## src/rtl/traffic_light_pkg.sv

```systemverilog
// -----------------------------------------------------------------------------
// traffic_light_pkg
//   Shared definitions for the two-street traffic light controller:
//     - state_t      : controller state encoding (also visible on dbg_state)
//     - lamps_t      : packed lamp vector {Ga,Ya,Ra,Gb,Yb,Rb,Gw,Rw}
//     - L_*          : bit positions of each lamp inside lamps_t
//     - next_phase() : fixed phase rotation of the normal cycle
//     - decode_lamps(): lamp pattern for a state and the current flash level
//     - max2()       : helper for sizing the phase counter
// -----------------------------------------------------------------------------
package traffic_light_pkg;

   typedef enum logic [2:0] {
      ST_A_GREEN  = 3'd0,
      ST_A_YELLOW = 3'd1,
      ST_B_GREEN  = 3'd2,
      ST_B_YELLOW = 3'd3,
      ST_WALK     = 3'd4,
      ST_W_FLASH  = 3'd5,
      ST_ALL_RED  = 3'd6,
      ST_MAINT    = 3'd7
   } state_t;

   localparam int LAMP_W = 8;
   typedef logic [LAMP_W-1:0] lamps_t;

   // Lamp vector field positions, MSB first: Ga Ya Ra Gb Yb Rb Gw Rw
   localparam int L_GA = 7;
   localparam int L_YA = 6;
   localparam int L_RA = 5;
   localparam int L_GB = 4;
   localparam int L_YB = 3;
   localparam int L_RB = 2;
   localparam int L_GW = 1;
   localparam int L_RW = 0;

   function automatic int max2(input int a, input int b);
      return (a > b) ? a : b;
   endfunction

   // Normal cycle order; MAINT leaves through the all-red clearance.
   function automatic state_t next_phase(input state_t s);
      state_t n;
      case (s)
         ST_A_GREEN:  n = ST_A_YELLOW;
         ST_A_YELLOW: n = ST_B_GREEN;
         ST_B_GREEN:  n = ST_B_YELLOW;
         ST_B_YELLOW: n = ST_WALK;
         ST_WALK:     n = ST_W_FLASH;
         ST_W_FLASH:  n = ST_ALL_RED;
         ST_ALL_RED:  n = ST_A_GREEN;
         default:     n = ST_ALL_RED;
      endcase
      return n;
   endfunction

   function automatic lamps_t decode_lamps(input state_t s, input logic flash);
      lamps_t l;
      l = '0;
      case (s)
         ST_A_GREEN:  begin l[L_GA] = 1'b1; l[L_RB] = 1'b1; l[L_RW] = 1'b1; end
         ST_A_YELLOW: begin l[L_YA] = 1'b1; l[L_RB] = 1'b1; l[L_RW] = 1'b1; end
         ST_B_GREEN:  begin l[L_RA] = 1'b1; l[L_GB] = 1'b1; l[L_RW] = 1'b1; end
         ST_B_YELLOW: begin l[L_RA] = 1'b1; l[L_YB] = 1'b1; l[L_RW] = 1'b1; end
         ST_WALK:     begin l[L_RA] = 1'b1; l[L_RB] = 1'b1; l[L_GW] = 1'b1; end
         ST_W_FLASH:  begin l[L_RA] = 1'b1; l[L_RB] = 1'b1; l[L_RW] = flash; end
         ST_ALL_RED:  begin l[L_RA] = 1'b1; l[L_RB] = 1'b1; l[L_RW] = 1'b1; end
         ST_MAINT:    begin l[L_YA] = flash; l[L_YB] = flash; l[L_RW] = flash; end
         default:     l = '0;
      endcase
      return l;
   endfunction

   // Lamp pattern held while reset is asserted (A green, B red, walk red).
   localparam lamps_t RESET_LAMPS = decode_lamps(ST_A_GREEN, 1'b0);

endpackage

```

## src/rtl/tl_tick_gen.sv

```systemverilog
// -----------------------------------------------------------------------------
// tl_tick_gen
//   Free-running clock divider. Counts 0..DIV-1 and asserts o_tick for the
//   single cycle in which the count equals DIV-1, then wraps to 0. With
//   DIV = 1 the tick is asserted every cycle.
// Ports:
//   i_clk   in  1  clock
//   i_rst   in  1  asynchronous active-high reset (count -> 0)
//   o_tick  out 1  one-cycle timing tick
// -----------------------------------------------------------------------------
module tl_tick_gen #(
   parameter int DIV = 1
)(
   input  logic i_clk,
   input  logic i_rst,
   output logic o_tick
);

   localparam int CNT_W = (DIV > 1) ? $clog2(DIV) : 1;
   localparam logic [CNT_W-1:0] LAST = CNT_W'(DIV - 1);

   logic [CNT_W-1:0] r_cnt;

   always_ff @(posedge i_clk or posedge i_rst) begin
      if (i_rst) begin
         r_cnt <= '0;
      end else if (r_cnt == LAST) begin
         r_cnt <= '0;
      end else begin
         r_cnt <= r_cnt + CNT_W'(1);
      end
   end

   assign o_tick = (r_cnt == LAST);

endmodule

```

## src/rtl/traffic_light_ctrl.sv

```systemverilog
// -----------------------------------------------------------------------------
// traffic_light_ctrl
//   Tick-timed controller for a two-street intersection (A, B) with one
//   pedestrian walk signal. Cycle:
//     A green -> A yellow -> B green -> B yellow -> walk -> walk-red flash
//     -> all-red -> repeat
//   MAINT forces a flashing-caution maintenance mode; on release the
//   controller restarts through a full all-red clearance.
// Ports:
//   clk        in  1  clock
//   reset      in  1  asynchronous active-high reset
//   MAINT      in  1  maintenance request (synchronous, level)
//   Ga/Ya/Ra   out 1  street A lamps (registered)
//   Gb/Yb/Rb   out 1  street B lamps (registered)
//   Gw/Rw      out 1  walk green / walk red lamps (registered)
//   dbg_state  out 3  registered state encoding (only with TL_DEBUG_STATE_EN)
// Configuration macro:
//   TL_DEBUG_STATE_EN - when defined, adds the dbg_state output port.
// -----------------------------------------------------------------------------
module traffic_light_ctrl
   import traffic_light_pkg::*;
#(
   parameter int CLK_FREQ_HZ = 50_000_000,
   parameter int TICK_HZ     = 1,
   parameter int A_GREEN_T   = 10,
   parameter int A_YELLOW_T  = 3,
   parameter int B_GREEN_T   = 10,
   parameter int B_YELLOW_T  = 3,
   parameter int W_GREEN_T   = 8,
   parameter int W_RFLASH_T  = 4,
   parameter int W_RSOLID_T  = 2
)(
   input  logic       clk,
   input  logic       reset,
   input  logic       MAINT,
   output logic       Ga,
   output logic       Ya,
   output logic       Ra,
   output logic       Gb,
   output logic       Yb,
   output logic       Rb,
   output logic       Gw,
   output logic       Rw
`ifdef TL_DEBUG_STATE_EN
   ,
   output logic [2:0] dbg_state
`else
   // dbg_state port not present in this build
`endif
);

   localparam int DIV   = CLK_FREQ_HZ / TICK_HZ;
   localparam int MAX_T = max2(max2(max2(A_GREEN_T, A_YELLOW_T),
                                    max2(B_GREEN_T, B_YELLOW_T)),
                               max2(max2(W_GREEN_T, W_RFLASH_T), W_RSOLID_T));
   localparam int PC_W  = $clog2(MAX_T + 1);

   state_t            r_state;
   logic [PC_W-1:0]   r_pc;
   logic              r_flash;
   lamps_t            r_lamps;

   logic              w_tick;
   logic [PC_W-1:0]   w_phase_t;
   logic              w_last;
   state_t            w_next;

   tl_tick_gen #(
      .DIV (DIV)
   ) u_tick_gen (
      .i_clk  (clk),
      .i_rst  (reset),
      .o_tick (w_tick)
   );

   // Length of the current phase in ticks (MAINT never expires on its own).
   always_comb begin
      w_phase_t = PC_W'(1);
      case (r_state)
         ST_A_GREEN:  w_phase_t = PC_W'(A_GREEN_T);
         ST_A_YELLOW: w_phase_t = PC_W'(A_YELLOW_T);
         ST_B_GREEN:  w_phase_t = PC_W'(B_GREEN_T);
         ST_B_YELLOW: w_phase_t = PC_W'(B_YELLOW_T);
         ST_WALK:     w_phase_t = PC_W'(W_GREEN_T);
         ST_W_FLASH:  w_phase_t = PC_W'(W_RFLASH_T);
         ST_ALL_RED:  w_phase_t = PC_W'(W_RSOLID_T);
         default:     w_phase_t = PC_W'(1);
      endcase
   end

   assign w_last = (r_pc == (w_phase_t - PC_W'(1)));
   assign w_next = next_phase(r_state);

   // Lamps are decoded from the registered state/flash, so they follow the
   // state register by one clock.
   always_ff @(posedge clk or posedge reset) begin
      if (reset) begin
         r_state <= ST_A_GREEN;
         r_pc    <= '0;
         r_flash <= 1'b0;
         r_lamps <= RESET_LAMPS;
      end else begin
         r_lamps <= decode_lamps(r_state, r_flash);
         if (MAINT) begin
            // Maintenance wins over any phase expiry in the same cycle.
            if (r_state != ST_MAINT) begin
               r_state <= ST_MAINT;
               r_pc    <= '0;
               r_flash <= 1'b1;
            end else if (w_tick) begin
               r_flash <= ~r_flash;
            end
         end else if (r_state == ST_MAINT) begin
            // Leave maintenance through a full all-red clearance.
            r_state <= ST_ALL_RED;
            r_pc    <= '0;
         end else if (w_tick) begin
            if (w_last) begin
               r_state <= w_next;
               r_pc    <= '0;
               if (w_next == ST_W_FLASH) begin
                  r_flash <= 1'b1;
               end
            end else begin
               r_pc <= r_pc + PC_W'(1);
               if (r_state == ST_W_FLASH) begin
                  r_flash <= ~r_flash;
               end
            end
         end
      end
   end

   assign Ga = r_lamps[L_GA];
   assign Ya = r_lamps[L_YA];
   assign Ra = r_lamps[L_RA];
   assign Gb = r_lamps[L_GB];
   assign Yb = r_lamps[L_YB];
   assign Rb = r_lamps[L_RB];
   assign Gw = r_lamps[L_GW];
   assign Rw = r_lamps[L_RW];

`ifdef TL_DEBUG_STATE_EN
   assign dbg_state = r_state;
`else
   // no debug state output in this build
`endif

endmodule

```

## config.mk

```make
export PLATFORM = sky130hd
export DESIGN_NAME = traffic_light_ctrl
export DESIGN_NICKNAME = d
export VERILOG_FILES = /design/src/rtl/traffic_light_pkg.sv /design/src/rtl/tl_tick_gen.sv /design/src/rtl/traffic_light_ctrl.sv
export SDC_FILE = /design/constraint.sdc
export NUM_CORES = 1
export LEC_CHECK = 0
export BUFFER_PORTS_ARGS = -buffer_cell sky130_fd_sc_hd__buf_2
export CAP_MARGIN = 20
export CORE_ASPECT_RATIO = 0.5
export CORE_MARGIN = 4
export CORE_UTILIZATION = 60
export CTS_BUF_LIST = sky130_fd_sc_hd__clkbuf_4 sky130_fd_sc_hd__clkbuf_8 sky130_fd_sc_hd__clkbuf_16
export DETAILED_ROUTE_END_ITERATION = 6
export PLACE_DENSITY = 0.78
export REMOVE_ABC_BUFFERS = 1
export SYNTH_ARGS = -nofsm -noshare
export SYNTH_HDL_FRONTEND = slang
export SYNTH_SLANG_ARGS = --single-unit
export TNS_END_PERCENT = 1
```

## constraint.sdc

```tcl
create_clock -name clk -period 4.1 [get_ports clk]
set_clock_uncertainty 0.2 [all_clocks]
set_input_delay 0.205 -clock clk [delete_from_list [all_inputs] [get_ports clk]]
set_output_delay 0.205 -clock clk [all_outputs]
set_load 0.01 [all_outputs]
```

# ---- Word level (Yosys, flattened, before mapping)
# Index checks and enable logic that the tools add are counted.
dict set report classes {
  add_sub_neg 3
  n_eq_ne 14
  n_mux 29
  bitwise_logic 1
  n_reduce_logical 15
}
# operator count
set op_table {}
lappend op_table {{26-bit by 1-bit adder with 26-bit output (second input constant)} 1}
lappend op_table {{26-bit equality test (second input constant)} 1}
lappend op_table {{26-bit 2-to-1 mux} 1}
lappend op_table {{4-bit 2-to-1 mux} 5}
lappend op_table {{4-bit case mux with 5 select lines} 1}
lappend op_table {{3-bit case mux with 6 select lines} 1}
lappend op_table {{3-bit equality test (second input constant)} 5}
lappend op_table {{3-bit 2-to-1 mux} 5}
lappend op_table {{5-bit OR reduction} 3}
lappend op_table {{1-bit 2-to-1 mux} 13}
lappend op_table {{3-bit nonzero test} 3}
lappend op_table {{3-bit by 2-bit equality test with 1-bit output (second input constant)} 2}
lappend op_table {{1-bit case mux with 2 select lines} 3}
lappend op_table {{2-bit OR reduction} 3}
lappend op_table {{5-bit AND reduction} 1}
lappend op_table {{4-bit by 1-bit adder with 4-bit output (second input constant)} 1}
lappend op_table {{4-bit equality test} 1}
lappend op_table {{2-bit nonzero test} 2}
lappend op_table {{4-bit by 1-bit subtractor with 4-bit output (second input constant)} 1}
lappend op_table {{3-bit by 1-bit equality test with 1-bit output (second input constant)} 1}
lappend op_table {{3-bit zero test} 1}
lappend op_table {{3-bit by 2-bit inequality test with 1-bit output (second input constant)} 1}
lappend op_table {{3-bit inequality test (second input constant)} 1}
lappend op_table {{3-bit AND reduction} 1}
lappend op_table {{4 further kinds} 4}
dict set report word_totals {
  regBits 42
  in_bits 3
  output_inout_bits 8
}

# ---- Logic depth before layout (Yosys ltp)
# Gate-level depths: netlist (run 1).
dict set report depth {
  word_depth 9
  ltp_mapped 9
  depth_no_buf 8
}

# ---- Modules after synthesis
# A second synthesis (run 1) with hierarchy kept.
dict set report unflattened {
  cells_unflattened 237
  area_unflattened_um2 2361.0
}
# mod instances cells_each area_each_um2 seq_area_each_um2
set by_module_without_submodules {}
lappend by_module_without_submodules {tl_tick_gen 1 127 1298.7 650.6}
lappend by_module_without_submodules {traffic_light_ctrl 1 110 1062.3 404.1}

# ---- Worst setup path after synthesis (run 1)
# OpenSTA, ideal clock, no wires.
dict set report synth_timing {
  path_type {register -> register}
  startpoint {reg r_state[1]}
  endpoint {reg r_state[1]}
  setup_time_ns 0.076
  arrival_time_ns 2.607
  setup_slack_ns 1.217
  path_stages_with_launch 10
  path_buffers 1
  cell_sequence {dfrtp_1 > clkbuf_1 > clkinv_1 > ha_1 > xnor2_1 > nor2_1 > o31a_1 > or4_4 > mux2_2 > o21ai_1}
}
dict set report synth_via {
  elab_chain_len 7
  elab_cells_between_ends 23
  classes_between {add/sub (1); eq/ne (10); mux (6); reduce/logical (6)}
}
# item line
set synth_rtl {}
lappend synth_rtl {{start: declaration} traffic_light_ctrl.sv:58} ;# state_t r_state;
lappend synth_rtl {{start signal: assignment} traffic_light_ctrl.sv:119} ;# r_state <= w_next;
lappend synth_rtl {{3-bit by 1-bit equality test with 1-bit output, or another cell as far along} {traffic_light_pkg.sv:44, traffic_light_ctrl.sv:79}}
lappend synth_rtl {{2-bit OR reduction (no line)} -}
lappend synth_rtl {{4-bit case mux with 5 select lines} traffic_light_ctrl.sv:79} ;# case (r_state)
lappend synth_rtl {{4-bit by 1-bit subtractor with 4-bit output} traffic_light_ctrl.sv:91} ;# assign w_last = (r_pc == (w_phase_t - PC_W'(1)));
lappend synth_rtl {{4-bit equality test} traffic_light_ctrl.sv:91}
lappend synth_rtl {{3-bit nonzero test (no line)} -}
lappend synth_rtl {{3-bit AND reduction (no line)} -}
# Several ways; a longest one is shown, not always the timed one. The select of a mux whose other input is x is not followed.
# A chain may end at the register's enable or synchronous reset.

# ---- Final worst setup path (run 1)
dict set report layout_timing {
  startpoint {reg r_state[1]}
  endpoint {reg r_flash}
}
dict set report layout_via {
  elab_chain_len 9
  elab_cells_between_ends 26
  classes_between {add/sub (1); eq/ne (12); mux (7); reduce/logical (6)}
}
# item line
set layout_rtl {}
lappend layout_rtl {{3-bit by 1-bit equality test with 1-bit output, or another cell as far along} {traffic_light_pkg.sv:44, traffic_light_ctrl.sv:79}}
lappend layout_rtl {{2-bit OR reduction (no line)} -}
lappend layout_rtl {{4-bit case mux with 5 select lines} traffic_light_ctrl.sv:79}
lappend layout_rtl {{4-bit by 1-bit subtractor with 4-bit output} traffic_light_ctrl.sv:91}
lappend layout_rtl {{4-bit equality test} traffic_light_ctrl.sv:91}
lappend layout_rtl {{1-bit 2-to-1 mux} traffic_light_ctrl.sv:118} ;# if (w_last) begin
lappend layout_rtl {{1-bit 2-to-1 mux} traffic_light_ctrl.sv:117} ;# end else if (w_tick) begin
lappend layout_rtl {{1-bit 2-to-1 mux} traffic_light_ctrl.sv:113} ;# end else if (r_state == ST_MAINT) begin
lappend layout_rtl {{1-bit 2-to-1 mux} traffic_light_ctrl.sv:104} ;# if (MAINT) begin
lappend layout_rtl {{end signal: assignment} traffic_light_ctrl.sv:111} ;# r_flash <= ~r_flash;
lappend layout_rtl {{end signal: assignment} traffic_light_ctrl.sv:127} ;# r_flash <= ~r_flash;
lappend layout_rtl {{end: declaration} traffic_light_ctrl.sv:60} ;# logic r_flash;
# Several ways; a longest one is shown, not always the timed one. The select of a mux whose other input is x is not followed.

==> results of run 1 <==
==> final timing paths <==
check,from,cells past startpoint,to
worst max register to register,r_state[1],8,r_flash
worst max-delay path,r_state[1],8,r_flash
worst min-delay path,MAINT,3,r_pc[0]
min in group asynchronous,reset,4,u_tick_gen.r_cnt[25]
worst min register to register,u_tick_gen.r_cnt[6],1,u_tick_gen.r_cnt[6]
max in group asynchronous,reset,4,r_lamps[2]
==> per-layer routing <==
| metal | GRT usage (%) | up-vias | part of all wire (%) |
|---|---|---|---|
| li1 | - | 779 | - |
| met1 | 25.46 | 783 | 47 |
| met2 | 34.58 | 40 | 47 |
| met3 | 5.623 | 4 | 4.6 |
| met4 | 5.911 | 0 | 0.62 |
| met5 | 0 | - | 0 |
==> sequential cells by signal, indices dropped and copies added (netlist names) <==
signal,cells
r_state,3
u_tick_gen.r_cnt,26
r_pc,4
r_lamps,8
r_flash,1
==> worst reg2reg max path: stages, from the launching register on <==
cell	delay (ns)
dfrtp_1	0.56
clkinv_1	0.31
ha_1	0.29
xnor2_1	0.29
nor2_1	0.07
o31a_1	0.31
nor3_1	0.60
mux2_2	0.28
o211ai_1	0.09
==> cell usage in the layout, fill, tap and decap left out, types with 2 or more instances in the layout <==
cell type	n
dfrtp_1	39
nor2_1	25
dfstp_2	3
ha_1	4
buf_2	10
xor2_1	15
nand4_1	9
nand3_1	10
o211ai_1	4
nand3b_1	2
xnor2_1	10
clkbuf_8	6
nand2_1	21
and4_1	2
inv_1	8
o21ai_0	7
a21oi_1	9
and3_1	4
mux2_2	2
nor4_1	2
or3_1	3
nor3_1	7
o2111ai_1	2
==> repair_timing <==
item | in CTS | in global routing
setup endpoints to repair | 0 | 0
hold endpoints to repair | 39 | 0
hold buffers | 1 | 0
==> cells by family after synthesis <==
group / synth area share [%]
and+or+nand+nor: 23.47
DFF: 50.09
AOI/OAI and AO/OA: 9.686
xor gates and xnor gates: 10.40
buffers and inverters: 2.911
adders and majority gates: 2.377
muxes: 1.069
==> where the power goes <==
group | switching [mW] | total, mW | internal (mW)
Combinational | 0.0194 | 0.0271 | 0.00769
Clock | 0.139 | 0.282 | 0.143
Sequential | 0.00238 | 0.420 | 0.418
==> through the flow <==
stage	power, mW	utilization, %	hold slack (ns)	worst slack (ns)
3_3_place_gp	0.4540	69.26	0.1559	1.188
5_1_grt	0.7594	72.57	0.06705	0.6776
6_report	0.7289	72.57	0.06936	0.9644
4_1_cts	0.7344	72.57	0.05611	1.025
2_1_floorplan	0.4446	-	0.1676	1.354
3_5_place_dp	0.4545	69.26	0.1751	1.034
==> final cells by class <==
cell class              count  area (um2)  area share, %
multi-input cells         158       989.7          43.01
clock buffers               7       90.09          3.915
clock inverters             1       5.005         0.2175
repair buffers             12       67.56          2.936
well taps                  48       60.06          2.610
inverters                   9       33.78          1.468
flip-flops and latches     42        1055          45.84
==> impl_results.md, run 1 <==
- Biggest cell delay along the critical path: roughly 0.60 ns
- Async SR Flop Fraction: between 90% and 100%
- DR vias/cell: approximately 5.8
- Sequential area share after synthesis: between 50% and 60%
- Via Count: approximately 1600
- Filler cells: 229
- Bufs and invs on worst path: 1
- RSZ-0062 raised after global routing: false
- Post-CTS setup buffer count: 0
- Crit path max-delay family: simple AND/OR/NAND/NOR gates
- Syn Inst Count: between 200 and 250
- Top-count cell post-synth: dfrtp_1
- Post-layout nets: 235
- IO buf count: 10
- Total of max-cap violations: 0
- Synth top area cells: dfrtp_1 46%, xor2_1 6.2%, nor2_1 4.5%, xnor2_1 4.2%, dfstp_2 3.7%
- Worst hold path type: in2reg
- Layout Cells excl Fill: 277
- Main synth FF type: dfrtp_1
- Layout area overhead: 9.269%
- Worst VDD drop: roughly 0.15 mV
- Final ANT Viol Nets: 0
- Largest net degree at the start of global routing: 43
- Worst Path Required: 4.06 ns
- Final GP Congestion: 0.9581
- Die Ht: around 50 um
- Final instance area: around 2300 um2
- Crit-path max FO: 13
- First-pass GRT wire length: approximately 7300 um
- Max Buffers Root-to-Sink: 2
- Min cycle time layout: about 3.1 ns
- WL final: about 4000 um
- Yosys top cell by area: dfrtp_1
- Post-synthesis area per instance: ~10 um2
- Clock Sink Count: 42
- Row count: 14
- Share of cells above drive strength 1: a little over an eighth
- CTS tree: done
- Die width: between 90 and 100 um
- Clk slew on worst S/H paths: 0.08 ns
- Die ar.: between 4000 and 5000 um2
- DR pass1 iterations: 4
- Global route overflow: 0
- Vias in the first global route: roughly 1600
- Count of final setup violators: 0
- Share of the synthesized area in the top cell type: about 46%
- TNS Setup: 0 ns
- Critical Path AT: between 3 and 4 ns
- Leak Pwr: 1.017 nW
- Critical path cell sequence: clkinv_1, ha_1, xnor2_1, nor2_1, o31a_1, nor3_1, mux2_2, o211ai_1
- Worst-margin pin slew: 0.7133 ns
- Area of placed instances: about 2200 um2
- CTS buffer count: 5
- Ant diodes: 0
- Root buf cell: clkbuf_8
- Mapped Area: 2106 um2
- Initial antenna violation count: 0
- Avg WL per Cell: 14.49 um
- CP Capture Type: flop
- Setup slack, reg-to-reg: roughly 0.96 ns
- Total track usage: just over 20%
- CP max stage cell: nor3_1
- Slew headroom: 52.44%
- Skew-Pair Late Insertion Delay: slightly below 0.3 ns
- DP Cell Count: between 200 and 300
- Htree depth: 2
- # DRC: 0
- Achievable Freq: 318.9 MHz
- Initial Util: 66.42%
- Post-synth EDFFs: 0
- Cts repair resizes: 0
- CP startpoint kind: flop
- Final hold vios: 0
- Ys Warns: 0
- Setup CP Type: reg2reg
- Power density cells: between 300 and 400 nW/um2
- Fin crit share: about three quarters
- Yosys reg bits: 42
- Outcome: completed
- CORE AREA: between 3000 and 4000 um2
- Commonest cells post-synth: 39 x dfrtp_1, 25 x nor2_1, 21 x nand2_1
- Slew Viols, Final: 0
- Post-detail-place hpwl: 2777 um
- Yosys cell types: between 40 and 50
- # IOs: 11
- Detailed Route Iter0 Violations: between 80 and 90
Power figures use the tool's default switching activity.
==> run 2: changes to the inputs <==
--- a/config.mk
+++ b/config.mk
@@ -5,14 +5,15 @@
 export SDC_FILE = /design/constraint.sdc
 export NUM_CORES = 1
 export LEC_CHECK = 0
+export ABC_AREA = 1
 export BUFFER_PORTS_ARGS = -buffer_cell sky130_fd_sc_hd__buf_2
 export CAP_MARGIN = 20
 export CORE_ASPECT_RATIO = 0.5
 export CORE_MARGIN = 4
-export CORE_UTILIZATION = 60
+export CORE_UTILIZATION = 55
 export CTS_BUF_LIST = sky130_fd_sc_hd__clkbuf_4 sky130_fd_sc_hd__clkbuf_8 sky130_fd_sc_hd__clkbuf_16
 export DETAILED_ROUTE_END_ITERATION = 6
-export PLACE_DENSITY = 0.78
+export PLACE_DENSITY = 0.75
 export REMOVE_ABC_BUFFERS = 1
 export SYNTH_ARGS = -nofsm -noshare
 export SYNTH_HDL_FRONTEND = slang
==> constraint.sdc (replaced) <==
create_clock -name clk -period 2.6 [get_ports clk]
set_clock_uncertainty 0.2 [all_clocks]
set_input_delay 0.13 -clock clk [delete_from_list [all_inputs] [get_ports clk]]
set_output_delay 0.13 -clock clk [all_outputs]
set_load 0.01 [all_outputs]
==> run 2 against run 1 <==
  * Clock power increased by 59%
  * Via count increased by 27%
  * Final cell count increased by 42%
  * Combinational power increased to 26 times the previous value
  * Sequential power increased by 110%
  * Die area increased by 25%
  * Area after synthesis increased by 18%
==> impl_results.md, run 2 <==
- Worst reg2reg path startpoint: r_state[2]
- Detailed Route Iter0 Violations: 103 (+23%)
- Global route overflow: 0 (unchanged)
- Min cycle time layout: 2.154 ns (-0.9816 ns)
- Via Count: 2032 (+27%)
- Achievable Freq: 464.3 MHz (+46%)
- Syn Inst Count: 323 (+50%)
- Clk slew on worst S/H paths: 0.08 ns (about the same)
- Die width: 102.9 um (+12%)
- Combined area of the multi-input logic cells: 1210 um2 (+22%)
- Final ANT Viol Nets: 0 (unchanged)
- CTS buffer count: 5 (unchanged)
- Top-count cell post-synth: nand2_1
- Yosys top cell by area: dfrtp_1
- Slew headroom: 60.12% (+7.7 points)
- Layout area overhead: 8.434%
- Post-synth EDFFs: 0 (unchanged)
- Storage cell area: 1055 um2 (unchanged)
- Die ar.: 5707 um2 (+25%)
- Commonest cells post-synth: 75 x nand2_1, 49 x inv_1, 40 x nor2_1
- FF-to-FF path depth: 13 (+5)
- Share of the synthesized area in the top cell type: 39.39% (-7.0 points)
- CP most frequent cell: nand2_1
- Worst-margin pin slew: 0.5937 ns (-0.1197 ns)
- Bufs and invs on worst path: 2 (+1)
- Worst VDD drop: 0.7016 mV (+380%)
- Avg WL per Cell: 12.65 um (-13%)
- Power density cells: 749.7 nW/um2 (+140%)
- Vias in the first global route: 1927 (+22%)
- Total track usage: 19.55% (-0.74 points)
- Count of final setup violators: 0 (unchanged)
- Yosys cell types: 35 (-20%)
- Post-synthesis area per instance: 7.670 um2 (-21%)
- Post-CTS setup buffer count: 0 (unchanged)
- Sw Share: 38.46% (+16 points)
- WL final: 4986 um (+24%)
- Post-detail-place hpwl: 3835 um (+38%)
- CP Capture Type: flop
- # IOs: 11 (unchanged)
- Final hold vios: 0 (unchanged)
- Max Buffers Root-to-Sink: 2 (unchanged)
- Critical path cell sequence: ha_1, inv_1, nand2_1, nand2_1, nand2_1, nand2_1, nand2_1, nor2_2, nor2_1, inv_1, nand2_4, nand2_1, o21ai_2
- Hold worst-path end: r_state[0]
- Outcome: completed
- Sequential Power Share: 43.3% (-14 points)
- Initial Util: 60.07% (-6.3 points)
- Ant diodes: 0 (unchanged)
- Crit path max-delay family: simple AND/OR/NAND/NOR gates
- Final GP Congestion: 0.9802 (+2.3%)
- Sequential area share after synthesis: 42.58% (-7.5 points)
- # DRC: 0 (unchanged)
- Setup CP Type: reg2reg
- Async SR Flop Fraction: 100.0% (unchanged)
- Clock Sink Count: 42 (unchanged)
- Leak Pwr: 1.356 nW (+33%)
- Hold path depth: 3 (unchanged)
- Post-layout nets: 346 (+47%)
- Comb pwr share: 34.4% (+31 points)
- Biggest cell delay along the critical path: 0.58 ns (-0.02 ns)
- CORE AREA: 4124 um2 (+30%)
- Filler cells: 366 (+60%)
- Total of max-cap violations: 0 (unchanged)
- Ys Warns: 0 (unchanged)
- Mapped Area: 2477 um2 (+18%)
- Main synth FF type: dfrtp_1
- Die Ht: 55.46 um (+11%)
- Most common cell after layout, fill and taps aside: nand2_1
- Htree depth: 2 (unchanged)
- RSZ-0062 raised after global routing: false
- Most frequent cells in the layout: 75 x nand2_1, 49 x inv_1, 40 x nor2_1
- Worst hold path startpoint: MAINT
- First-pass GRT wire length: 8859 um (+21%)
- Power share of the clock group: 22.3% (-16 points)
- Final core occ: 65.14% (-7.4 points)
- Crit Reg-Reg Endpoint: r_state[2]
- Crit-path max FO: 12 (-1)
- Synth top area cells: dfrtp_1 39%, nand2_1 11%, inv_1 7.4%, nor2_1 6.1%, xor2_1 4.9%
- Yosys reg bits: 42 (unchanged)
- Slew Viols, Final: 0 (unchanged)
- CP max stage cell: dfrtp_1
- Root buf cell: clkbuf_8
- Fin crit share: 82.85% (+6.4 points)
- Biggest regs: u_tick_gen.r_cnt x26, r_lamps x8, r_pc x4
- Critical Path AT: 2.19 ns (-0.91 ns)
- Initial antenna violation count: 0 (unchanged)
- Setup slack, reg-to-reg: 0.45 ns (-0.52 ns)
- Worst hold path type: in2reg
- Row count: 16 (+2)
- Switch Pwr: 0.7746 mW (+380%)
- Skew-Pair Late Insertion Delay: 0.30 ns (about the same)
- DR pass1 iterations: 4 (unchanged)
- CP startpoint kind: flop
- CTS tree: done
- Cell-internal power: 1.239 mW (+120%)
- DR vias/cell: 5.157 (-11%)
- Largest reg by FF count: u_tick_gen.r_cnt
- Worst Path Required: 2.64 ns (-1.42 ns)
- TNS Setup: 0 ns (unchanged)
- IO buf count: 10 (unchanged)
- Largest net degree at the start of global routing: 43 (unchanged)
- Max reg flops: 26 (unchanged)
- Share of cells above drive strength 1: 14.12% (+1.0 points)
-- run 2: area by class of cell --
cell class                      count  area share, %
Clock inverter                      2         0.4658
Timing Repair Buffer               12          2.515
Clock buffer                        6          3.074
Multi-Input combinational cell    227          45.04
Sequential cell                    42          39.26
Tap cell                           54          2.515
Inverter                           51          7.126
-- run 2: what timing repair did --
action,in CTS,in global routing
setup endpoints to repair,0,0
endpoints found under the hold margin,39,0
gates resized for setup,0,0
hold buffers,1,0
-- run 2: power groups by stage --
stage / sequential [mW] / combinational, mW / clock (mW)
finish: 0.871 / 0.693 / 0.449
global route: 0.888 / 0.796 / 0.490
CTS: 0.869 / 0.702 / 0.458
detailed placement: 0.881 / 0.701 / 0
global placement: 0.880 / 0.669 / 0
floorplan: 0.895 / 0.499 / 0
-- run 2: how the worst max path moves through the flow --
stage	start	end	slack, ns	cells past startpoint
floorplan	r_state[2]	r_state[1]	0.74	13
global placement	u_tick_gen.r_cnt[0]	r_state[1]	0.57	10
detailed placement	u_tick_gen.r_cnt[0]	r_state[0]	0.48	10
CTS	r_state[2]	r_state[2]	0.47	13
global route	u_tick_gen.r_cnt[0]	r_state[1]	0.27	10
finish	r_state[2]	r_state[2]	0.45	13
-- run 2: routing by layer --
layer	global-route usage, %	part of all wire (%)	vias to the layer above
met5	0	0	-
met4	6.642	1.5	0
met3	3.769	4.4	8
met2	28.53	44	38
met1	28.81	50	938
li1	-	-	1048
-- run 2: per-stage QoR --
step                total power [mW]  setup WS (ns)  instances  instance area, um2  hold WS [ns]
floorplan                      1.394         0.7393        320                2456        0.1020
global placement               1.549         0.5677        385                2581       0.08353
detailed placement             1.582         0.4796        385                2581        0.1002
CTS                            2.029         0.4683        394                2686       0.03514
global route                   2.175         0.2745        394                2686       0.07128
finish                         2.014         0.4460        394                2686       0.04870
-- run 2: cell families (layout without fill, tap and decap cells) --
| group | after synthesis | after routing | synth area share (%) |
|---|---|---|---|
| compound gates | 31 | 31 | 7.677 |
| xor+xnor | 17 | 17 | 6.010 |
| fa+ha+maj | 4 | 4 | 2.020 |
| buf+inv | 54 | 71 | 8.586 |
| flops | 42 | 42 | 42.58 |
| simple gates | 175 | 175 | 33.13 |
-- run 2: worst reg2reg max path: stages, from the launching register on --
cell and delay, ns:
dfrtp_1 0.58, ha_1 0.28, inv_1 0.06, nand2_1 0.06, nand2_1 0.05, nand2_1 0.05, nand2_1 0.06, nand2_1 0.09
nor2_2 0.07, nor2_1 0.21, inv_1 0.13, nand2_4 0.12, nand2_1 0.07, o21ai_2 0.06
